===== config.mk =====
export PLATFORM = sky130hd
export DESIGN_NAME = pipe_ctrl
export DESIGN_NICKNAME = d
export VERILOG_FILES = /design/src/rtl/pipe_pkg.sv /design/src/rtl/hazard_detect.sv /design/src/rtl/pipe_ctrl.sv
export SDC_FILE = /design/constraint.sdc
export NUM_CORES = 1
export LEC_CHECK = 0
export CAP_MARGIN = 25
export CORE_MARGIN = 3
export CORE_UTILIZATION = 45
export DETAILED_ROUTE_END_ITERATION = 16
export GPL_TIMING_DRIVEN = 0
export HOLD_SLACK_MARGIN = 0.08
export PLACE_DENSITY = 0.83
export SLEW_MARGIN = 10
export SYNTH_ARGS = -nofsm -noshare
export SYNTH_HDL_FRONTEND = slang
export SYNTH_SLANG_ARGS = --single-unit

===== constraint.sdc =====
create_clock -name clk -period 2.2 [get_ports clk]
set_input_delay 0.22 -clock clk [delete_from_list [all_inputs] [get_ports clk]]
set_output_delay 0.22 -clock clk [all_outputs]
set_load 0.05 [all_outputs]

===== src/rtl/pipe_pkg.sv =====
// ============================================================================
// pipe_pkg : shared types and constants for the pipeline hazard controller
// Rev 1.0  : initial release
// ============================================================================
`default_nettype none

package pipe_pkg;

    localparam int unsigned REG_AW_DEF = 5;

    typedef enum logic [1:0] {
        ST_RUN      = 2'd0,
        ST_MEM_WAIT = 2'd1,
        ST_ERR      = 2'd2
    } state_e;

    typedef struct packed {
        logic pc_en;
        logic if_id_en;
        logic id_ex_en;
        logic ex_m_en;
        logic m_wb_en;
        logic if_id_flush;
        logic id_ex_flush;
        logic ex_m_flush;
        logic pc_src;
        logic mem_err;
    } ctl_t;

    // Freeze: every stage holds, nothing is replaced by a bubble
    localparam ctl_t CTL_FREEZE = '0;
    localparam ctl_t CTL_RUN    = '{pc_en: 1'b1, if_id_en: 1'b1, id_ex_en: 1'b1,
                                    ex_m_en: 1'b1, m_wb_en: 1'b1, default: 1'b0};
    localparam ctl_t CTL_RESET  = '{if_id_flush: 1'b1, id_ex_flush: 1'b1,
                                    ex_m_flush: 1'b1, default: 1'b0};

endpackage

`default_nettype wire


===== src/rtl/hazard_detect.sv =====
// ============================================================================
// hazard_detect : load-use hazard comparison between EX load and ID sources
// Rev 1.0       : initial release
// ============================================================================
`default_nettype none

module hazard_detect
    import pipe_pkg::*;
#(
    parameter int unsigned REG_AW = REG_AW_DEF
) (
    input  logic              ex_mem_read,
    input  logic [REG_AW-1:0] ex_rt,
    input  logic [REG_AW-1:0] id_rs,
    input  logic [REG_AW-1:0] id_rt,
    output logic              load_use
);

    // Register 0 is hardwired, so a load targeting it never creates a hazard
    assign load_use = ex_mem_read & (ex_rt != '0) & ((ex_rt == id_rs) | (ex_rt == id_rt));

endmodule

`default_nettype wire


===== src/rtl/pipe_ctrl.sv =====
// ============================================================================
// pipe_ctrl : 5-stage pipeline stall/flush controller with memory timeout.
//             Define PIPE_CTRL_PERF_EN to add saturating stall/flush counters.
// Rev 1.0   : initial release
// ============================================================================
`default_nettype none

module pipe_ctrl
    import pipe_pkg::*;
#(
    parameter int unsigned MEM_TIMEOUT = 15,
    parameter int unsigned REG_AW      = REG_AW_DEF
) (
    input  logic              clk,
    input  logic              rst,
    input  logic [REG_AW-1:0] id_rs,
    input  logic [REG_AW-1:0] id_rt,
    input  logic              ex_mem_read,
    input  logic [REG_AW-1:0] ex_rt,
    input  logic              m_branch,
    input  logic              m_zero,
    input  logic              m_mem_read,
    input  logic              m_mem_write,
    input  logic              dmem_ready,
    output logic              pc_en,
    output logic              if_id_en,
    output logic              id_ex_en,
    output logic              ex_m_en,
    output logic              m_wb_en,
    output logic              if_id_flush,
    output logic              id_ex_flush,
    output logic              ex_m_flush,
    output logic              pc_src,
`ifdef PIPE_CTRL_PERF_EN
    output logic [15:0]       stall_cycles,
    output logic [15:0]       flush_count,
`endif
    output logic              mem_err
);

    localparam logic [7:0] TIMEOUT = MEM_TIMEOUT[7:0];

    state_e     state_q, state_d;
    logic [7:0] cnt_q, cnt_d;
    ctl_t       ctl;
    logic       load_use;
    logic       mem_stall;
    logic       take;

    hazard_detect #(.REG_AW(REG_AW)) u_hazard (
        .ex_mem_read (ex_mem_read),
        .ex_rt       (ex_rt),
        .id_rs       (id_rs),
        .id_rt       (id_rt),
        .load_use    (load_use)
    );

    assign mem_stall = (m_mem_read | m_mem_write) & ~dmem_ready;
    assign take      = m_branch & m_zero;

    always_ff @(posedge clk) begin
        if (rst) begin
            state_q <= ST_RUN;
            cnt_q   <= '0;
        end else begin
            state_q <= state_d;
            cnt_q   <= cnt_d;
        end
    end

    always_comb begin
        state_d = state_q;
        cnt_d   = cnt_q;
        ctl     = CTL_RUN;
        if (rst) begin
            ctl = CTL_RESET;
        end else begin
            case (state_q)
                ST_RUN, ST_MEM_WAIT: begin
                    if (mem_stall) begin
                        ctl = CTL_FREEZE;
                        if (state_q == ST_RUN) begin
                            state_d = ST_MEM_WAIT;
                            cnt_d   = 8'd1;
                        end else if (cnt_q == TIMEOUT) begin
                            state_d = ST_ERR;
                        end else begin
                            cnt_d = cnt_q + 8'd1;
                        end
                    end else begin
                        // Release cycle from MEM_WAIT resolves hazards like any RUN cycle
                        state_d = ST_RUN;
                        cnt_d   = '0;
                        if (take) begin
                            ctl.pc_src      = 1'b1;
                            ctl.if_id_flush = 1'b1;
                            ctl.id_ex_flush = 1'b1;
                            ctl.ex_m_flush  = 1'b1;
                        end else if (load_use) begin
                            ctl.pc_en       = 1'b0;
                            ctl.if_id_en    = 1'b0;
                            ctl.id_ex_flush = 1'b1;
                        end
                    end
                end
                ST_ERR: begin
                    ctl         = CTL_FREEZE;
                    ctl.mem_err = 1'b1;
                end
                default: begin
                    state_d = ST_RUN;
                    ctl     = CTL_FREEZE;
                end
            endcase
        end
    end

    assign pc_en       = ctl.pc_en;
    assign if_id_en    = ctl.if_id_en;
    assign id_ex_en    = ctl.id_ex_en;
    assign ex_m_en     = ctl.ex_m_en;
    assign m_wb_en     = ctl.m_wb_en;
    assign if_id_flush = ctl.if_id_flush;
    assign id_ex_flush = ctl.id_ex_flush;
    assign ex_m_flush  = ctl.ex_m_flush;
    assign pc_src      = ctl.pc_src;
    assign mem_err     = ctl.mem_err;

`ifdef PIPE_CTRL_PERF_EN
    logic [15:0] stall_cycles_q;
    logic [15:0] flush_count_q;

    always_ff @(posedge clk) begin
        if (rst) begin
            stall_cycles_q <= '0;
            flush_count_q  <= '0;
        end else begin
            if (!ctl.pc_en && (stall_cycles_q != 16'hFFFF)) begin
                stall_cycles_q <= stall_cycles_q + 16'd1;
            end
            if (ctl.pc_src && (flush_count_q != 16'hFFFF)) begin
                flush_count_q <= flush_count_q + 16'd1;
            end
        end
    end

    assign stall_cycles = stall_cycles_q;
    assign flush_count  = flush_count_q;
`endif

endmodule

`default_nettype wire


Word level (Yosys, flattened, before mapping). Cells that the tools add are included. W data, S select, Z words.

Register bits: 10. Input port bits: 23. Output and inout port bits: 10. Word-level logic and storage cells: 41.

Add/subtract/negate cells: 1. Equal/unequal tests: 7. Mux-type cells: 18. Bitwise logic cells: 8. Reduce and logical (&&, ||, !) cells: 5.

Operators by type and width (count): $mux W8 (3); $pmux W10 S2 (1); $mux W2 (7); $eq A5 B5 Y1 (2); $mux W10 (1); $add A8 B1 Y8 const B (1); $eq A8 B4 Y1 const B (1); $reduce_bool A5 Y1 (1); $and A1 B1 Y1 (4); $mux W4 (1); $ne A4 B4 Y1 const B (1); $pmux W2 S2 (1); $reduce_and A2 Y1 (2); $mux W1 (3); $mux W3 (1); $ne A3 B3 Y1 const B (1); $eq A2 B1 Y1 const B (1); $eq A2 B2 Y1 const B (1); $logic_not A2 Y1 (1); $not A1 Y1 (2); $or A1 B1 Y1 (2); $reduce_or A2 Y1 (1).

Logic depth before layout (Yosys ltp). Gate-level depths: netlist (run 1).

Word-level depth: 8. Mapped depth: 5. Gate-level depth less buffers: 5.

By module. Synthesis (run 1) repeated with hierarchy kept, for this count alone.

Cell total of the unflattened synthesis: 91. Area total of the unflattened synthesis: 779.5 um^2.

Modules (own cells, without submodules): pipe_ctrl (instances 1, cells each 74, area an instance 654.4 um^2, sequential area each 200.2 um^2); hazard_detect (instances 1, cells each 17, area an instance 125.1 um^2, sequential area each 0.0 um^2).

Least setup slack after synthesis (run 1). No wires, ideal clock.

Kind: input to output. From: input port m_mem_write. To: output port pc_en. Data arrival time: 2331 ps. Required time: 1980 ps. Path slack: -351 ps. Stages on the path: 5. Buffers on the path: 1. Cells stage by stage: o21bai_1 nand2b_1 nor2_1 o21a_1 buf_4.

Cells in the longest elaborated chain, start to end: 5.

RTL lines: from (decl) (line pipe_ctrl.sv:23) `input logic m_mem_write,`; $or A1 B1 Y1 (line pipe_ctrl.sv:58) `assign mem_stall = (m_mem_read | m_mem_write) & ~dmem_ready;`; $and A1 B1 Y1 (line pipe_ctrl.sv:58); $mux W2 (line pipe_ctrl.sv:80) `if (mem_stall) begin`; $pmux W10 S2 (line pipe_ctrl.sv:78) `case (state_q)`; $mux W10 (line pipe_ctrl.sv:75) `if (rst) begin`; to (decl) (line pipe_ctrl.sv:25) `output logic pc_en,`.

Every way passes these cells.

Worst setup path after layout (run 1).
From: input port ex_rt[2]. To: output port if_id_en.

Cells in the longest elaborated chain, start to end: 8. Elaborated cells between the ends (all ways): 11. Those cells by class: eq/ne (2); mux (5); bitwise (3); reduce/logical (1).

RTL lines: from (decl) (line pipe_ctrl.sv:19) `input logic [REG_AW-1:0] ex_rt,`; $eq A5 B5 Y1 or $reduce_bool A5 Y1 (tied branches) (line hazard_detect.sv:20) `assign load_use = ex_mem_read & (ex_rt != '0) & ((ex_rt == id_rs) | (ex_rt == id_rt));`; $or A1 B1 Y1 or $and A1 B1 Y1 (tied branches) (line hazard_detect.sv:20); $and A1 B1 Y1 (*) (line hazard_detect.sv:20); $mux W2 (*) (line pipe_ctrl.sv:99) `end else if (load_use) begin`; $mux W2 (*) (line pipe_ctrl.sv:94) `if (take) begin`; $mux W2 (*) (line pipe_ctrl.sv:80); $pmux W10 S2 (*) (line pipe_ctrl.sv:78); $mux W10 (*) (line pipe_ctrl.sv:75); to (decl) (line pipe_ctrl.sv:26) `output logic if_id_en,`.

Every way passes the cells marked *; elsewhere a longest branch is shown, timed or not.

==> out/qor.yml, run 1 <==
final_layout:
  drive_gt1_frac: 0.216
  n_antenna_cell: 0
  areaGrowthSynthToFinish_pct: 47.3
  nets: 159
sta:
  fin_crit_ns: 2.10
  timing.final.crit_share: 0.957
  slew_violations: 0
  relSlewSlack: 0.660
  max_slew.worst_pin.slew_ns: 0.507
  clock.fmax_mhz: 475
  finalSetupViolations: 0
  rsz0062_at_grt: "false"
  hold_viol_final: 0
  finalSetupTns_ns: 0
  clock_skew_ns: 0.00720
floorplanning:
  die_h_um: 48.5
  num_rows: 14
  fp.coreArea_mm2: 0.00159
  die_width_um: 48.5
  dieArea_mm2: 0.00235
  start_util: 0.509
  io_pins: 33
route:
  routedWlPerCell_um: 14.0
  drcViolationCount: 0
  first_pass_iters: 4
  vias: 880
  drtIter0Drc: 28
  drtAntennaViolNets: 0
  viasPerCell: 5.57
  postRouteWirelength_um: 2210
critical_path:
  crit_path_start_kind: "input pin"
  path_class: "input pin to output port"
  endpoint_kind: "output port"
  path_delay_family: "buffers and inverters"
  worstPathMaxFanout: 3
  path_cells: "clkdlybuf4s50_1, or4_4, o21ai_2, nand2b_1, o21a_1, buf_2"
  cp.arrival_ns: 1.88
  path_buf_inv: 2
  required_ns: 1.98
  critPathSlowestCell: "or4_4"
  max_stage_delay_ns: 0.51
placement:
  hpwl_um: 1830
  port_buffers: 32
  place_congestion: 0.837
synthesis:
  synth_warnings: 0
  synth-edff-count: 0
  mappedNetlistNets: 122
  syn_area_um2: 812
  ys_seq_area_frac: 0.247
  synthCells: 98
  synth_cell_types: 43
  syn_area_per_cell_um2: 8.29
  synthArstFlopShare: 0
  ys.flop_type: "dfxtp_1"
  synth-seq-cells: 10
pwr:
  pwr_density_cell_mw_per_mm2: 427
  vdd_drop_max_uv: 520
  p_leak_nw: 0.474
  power_mw: 0.511
global_route:
  grt_overflow: 0
  gr-max-usage-layer: "met2"
  grtUsageMet3: 0.0552
  grt_pass1_wl_um: 3690
  first_global_vias: 826
  grtUsageMet2: 0.342
  grt_max_degree: 11
  grt.total_usage: 0.198
  antenna_found_initial: 0
  met1_usage: 0.239
cts:
  worstSkewPairLatency_ns: 0.27
  cts_max_level: 1
  cts_tree: "built"
  clock-sinks: 10
  post-cts-setup-buffers: 0
  cts_buffers: 3
  clk_pin_slew_worst_paths_ns: 0.06
  root_buffer: "clkbuf_4"
  hold_buffers: 0
  cts.path.max_buffers: 2
min_path:
  min_path_type: "flip-flop to flip-flop"
run_status:
  status: "complete, no violations"
run:
  maxCapViolCount: 0
[final cells by class]
class                           count  area (µm²)
Buffer                              6        40.0
Clock buffer                        4        36.3
Fill cell                         127         398
Inverter                            3        11.3
Multi-Input combinational cell     79         582
Sequential cell                    10         201
Tap cell                           24        30.0
Timing Repair Buffer               32         295
[sequential cells by signal (all words and copies together) (netlist names)]
signal   flops
cnt_q        8
state_q      2
[stage by stage]
stage / utilization / instances / setup WS (ns) / cell area [µm²] / hold slack (ns)
after floorplan: - / 98 / -0.0577 / 820 / 0.289
after global placement: 0.734 / 154 / -0.585 / 1170 / 0.504
after detailed placement: 0.734 / 154 / -0.610 / 1170 / 0.513
after CTS: 0.752 / 158 / 0.00845 / 1200 / 0.523
after global routing: 0.750 / 158 / 0.0136 / 1200 / 0.578
final: 0.750 / 158 / 0.0953 / 1200 / 0.527
[worst paths after layout]
check                              start  slack [ns]  depth (start not counted)       end
worst min register to register  cnt_q[6]        0.53                          2  cnt_q[6]
worst max register to register  cnt_q[0]        0.48                          5  cnt_q[2]
worst min-delay path            cnt_q[6]        0.53                          2  cnt_q[6]
worst max-delay path            ex_rt[2]         0.1                          6  if_id_en
[report_power, final]
part	internal (mW)	switching (mW)
registers	0.183	0.00363
logic	0.0721	0.0871
clock network	0.101	0.0642
total	0.356	0.155
[tightest hold or removal path, cell delays in order (launching register included)]
cell	delay, ns
dfxtp_1	0.34
o21ai_0	0.08
a21oi_1	0.06
[cells in the final DEF (no fill, tap or decap), drive strengths merged, types with 3 or more instances in the layout]
master	instances
a2111oi	3
dfxtp	10
inv	3
clkbuf	10
nand2	7
clkdlybuf4s50	20
a22oi	3
buf	7
nor3	7
nand2b	3
o21ai	3
xor2	10
nor2	9
dlygate4sd2	3
a21oi	3
a31oi	3
[synthesized netlist by cell type, types with 2 or more instances]
library cell	number	area, µm²
a21oi_1	3	15.0
a22oi_1	3	22.5
a31oi_1	3	18.8
buf_4	4	30.0
clkbuf_1	2	7.51
dfxtp_1	10	200
inv_1	3	11.3
nand2_1	7	26.3
nand2b_1	3	18.8
nand3_1	2	10.0
nor2_1	9	33.8
nor3_1	6	30.0
o211ai_1	2	15.0
o21ai_0	2	10.0
o21bai_1	2	15.0
xor2_1	10	87.6
[metal layers]
metal	part of all wire	routed length, µm	up-vias
li1	-	-	434
met1	0.41	907	405
met2	0.51	1140	35
met3	0.060	133	6
met4	0.015	33	0
met5	0	0	-
[kinds of logic (layout without fill, tap and decap cells)]
logic type | count (synthesis) | count (layout) | share of synthesized area
AO/OA/AOI/OAI | 27 | 27 | 0.274
XOR/XNOR | 10 | 10 | 0.108
adder cells (fa/ha/maj) | 1 | 1 | 0.0154
buffers and inverters | 9 | 45 | 0.0601
flip-flops | 10 | 10 | 0.247
multiplexers | 1 | 1 | 0.0123
AND/OR/NAND/NOR | 40 | 40 | 0.284
[what timing repair did]
item | 4_1_cts | 5_1_grt
pin swaps | 0 | 0
setup endpoints to repair | 10 | 7
resized for setup | 23 | 14
No activity file was read; power rests on OpenSTA's default activity.
==> run 2: changes to the inputs <==
- CORE_MARGIN: 3 -> default
==> run 2 against run 1 <==
Net effect:
- via count rose by 0.68%
- first-iteration DRC count fell by 36%
- wire length rose by 4.7%
- worst hold slack improved by 0.027 ns
- register-to-register slack improved by 0.04 ns
==> out/qor.yml, run 2 (same netlist as run 1, synthesis figures left out) <==
final_layout:
  final_common_cell: "clkdlybuf4s50_1"
  fin_util: 0.743
  seq_area_um2: 201
  fin_area_mm2: 0.00118
  n_antenna_cell: 0
  multi_input_area_um2: 582
  largest_reg_flops: 8
  top_regs: "cnt_q x8, state_q x2"
  drive_gt1_frac: 0.211
  fill_cells: 138
  regMostFlops: "cnt_q"
  nets: 159
  final_cell_mix: "clkdlybuf4s50_1, xor2_1, dfxtp_1, nor2_1, nand2_1"
  areaGrowthSynthToFinish_pct: 45.9
route:
  routedWlPerCell_um: 14.8
  first_pass_iters: 4
  drtAntennaViolNets: 0
  viasPerCell: 5.64
  vias: 886
  drcViolationCount: 0
  drtIter0Drc: 18
  postRouteWirelength_um: 2320
placement:
  post_dp_cell_area_mm2: 0.00117
  port_buffers: 32
  hpwl_um: 1980
  place_congestion: 0.877
cts:
  cts_tree: "built"
  cts_buffers: 3
  clock-sinks: 10
  cts_max_level: 1
  root_buffer: "clkbuf_4"
  clk_pin_slew_worst_paths_ns: 0.06
  cts.path.max_buffers: 2
  worstSkewPairLatency_ns: 0.26
  hold_buffers: 0
floorplanning:
  io_pins: 33
  num_rows: 14
  fp.coreArea_mm2: 0.00159
  die_width_um: 44.5
  start_util: 0.509
  die_h_um: 44.5
  dieArea_mm2: 0.00198
global_route:
  grt_pass1_wl_um: 3890
  grt_overflow: 0
  first_global_vias: 876
  grt_max_degree: 11
  grt.total_usage: 0.266
  antenna_found_initial: 0
critical_path:
  crit_path_start_kind: "input pin"
  required_ns: 1.98
  worstPathMaxFanout: 6
  r2r_cells: 5
  r2r_setup_slack_ns: 0.52
  cp.arrival_ns: 1.90
  critPathSlowestCell: "dlygate4sd2_1"
  path_cells: "clkdlybuf4s50_1, o21bai_2, nand2b_1, nor2_4, dlygate4sd2_1"
  max_stage_delay_ns: 0.55
  r2r-end: "cnt_q[0]"
  r2r_start: "cnt_q[0]"
  endpoint_kind: "output port"
  path_class: "input pin to output port"
run:
  maxCapViolCount: 0
sta:
  rsz0062_at_grt: "false"
  max_slew.worst_pin.slew_ns: 0.523
  hold_viol_final: 0
  slew_violations: 0
  finalSetupViolations: 0
  relSlewSlack: 0.649
  fin_crit_ns: 2.12
  clock.fmax_mhz: 471
  timing.final.crit_share: 0.964
  clock_skew_ns: 0.00225
min_path:
  hold_end: "cnt_q[2]"
  min_path_type: "flip-flop to flip-flop"
  min-delay-start: "cnt_q[2]"
  worstHoldPathCells: 2
pwr:
  vdd_drop_max_uv: 478
  pwr_density_cell_mw_per_mm2: 397
  p_leak_nw: 0.447
run_status:
  status: "complete, no violations"
==> run 2: cell count changes in the layout (fill, tap and decap cells not counted) <==
cell	change
clkbuf_2	-2
clkdlybuf4s50_1	+2
dlymetal6s2s_1	-2
buf_2	+1
buf_4	-1
clkbuf_4	+1
clkbuf_8	-1
clkdlybuf4s15_1	+1
clkdlybuf4s15_2	+1
dlygate4sd2_1	-1
==> run 2: layout make-up <==
cell class,count,area share
timing repair buffer,32,0.249
inverter,3,0.00950
sequential,10,0.170
clock buffer,3,0.0190
multi-input combinational,79,0.491
tap,24,0.0253
buffer,6,0.0359
==> run 2: layer usage <==
layer	routed length, µm	GRT usage	share of wire	vias up
li1	-	-	-	436
met1	965	0.341	0.42	418
met2	1210	0.462	0.52	30
met3	125	0.0612	0.054	2
met4	14	0.0364	0.0060	0
met5	0	0	0	-
==> run 2: worst max-delay path: cells and delay by family <==
family | cells | cell delay (ns)
buffers and inverters | 2 | 0.99
and+or+nand+nor | 2 | 0.35
AOI/OAI and AO/OA | 1 | 0.34
==> run 2: stage by stage <==
step                setup WS (ns)  setup TNS (ns)  total power, mW  instances  hold WS (ns)
floorplan                 -0.0577         -0.0577            0.278         98         0.289
global placement           -0.574           -4.11            0.353        154         0.505
detailed placement         -0.685           -4.80            0.357        154         0.543
CTS                       0.00527               0            0.472        157         0.552
global route              0.00233               0            0.489        157         0.588
finish                     0.0791               0            0.470        157         0.554
==> run 2: worst max-delay path by stage <==
stage,from,end,slack (ns),depth (start not counted)
final,m_mem_write,ex_m_en,0.08,5
after global routing,m_mem_write,ex_m_en,0.002,5
after CTS,m_mem_write,id_ex_en,0.005,6
after detailed placement,m_mem_write,id_ex_flush,-0.68,5
after global placement,m_mem_write,pc_en,-0.57,7
after floorplan,m_mem_write,id_ex_flush,-0.06,3
==> run 2: what timing repair did <==
| action | CTS | global route |
|---|---|---|
| endpoints found under the setup margin | 10 | 7 |
| buffers inserted | 0 | 0 |
| resized for setup | 28 | 13 |
==> run 2: power breakdown <==
group | switching (mW) | total [mW] | internal, mW
Clock | 0.0600 | 0.123 | 0.0631
Combinational | 0.0877 | 0.160 | 0.0725
Sequential | 0.00350 | 0.187 | 0.183
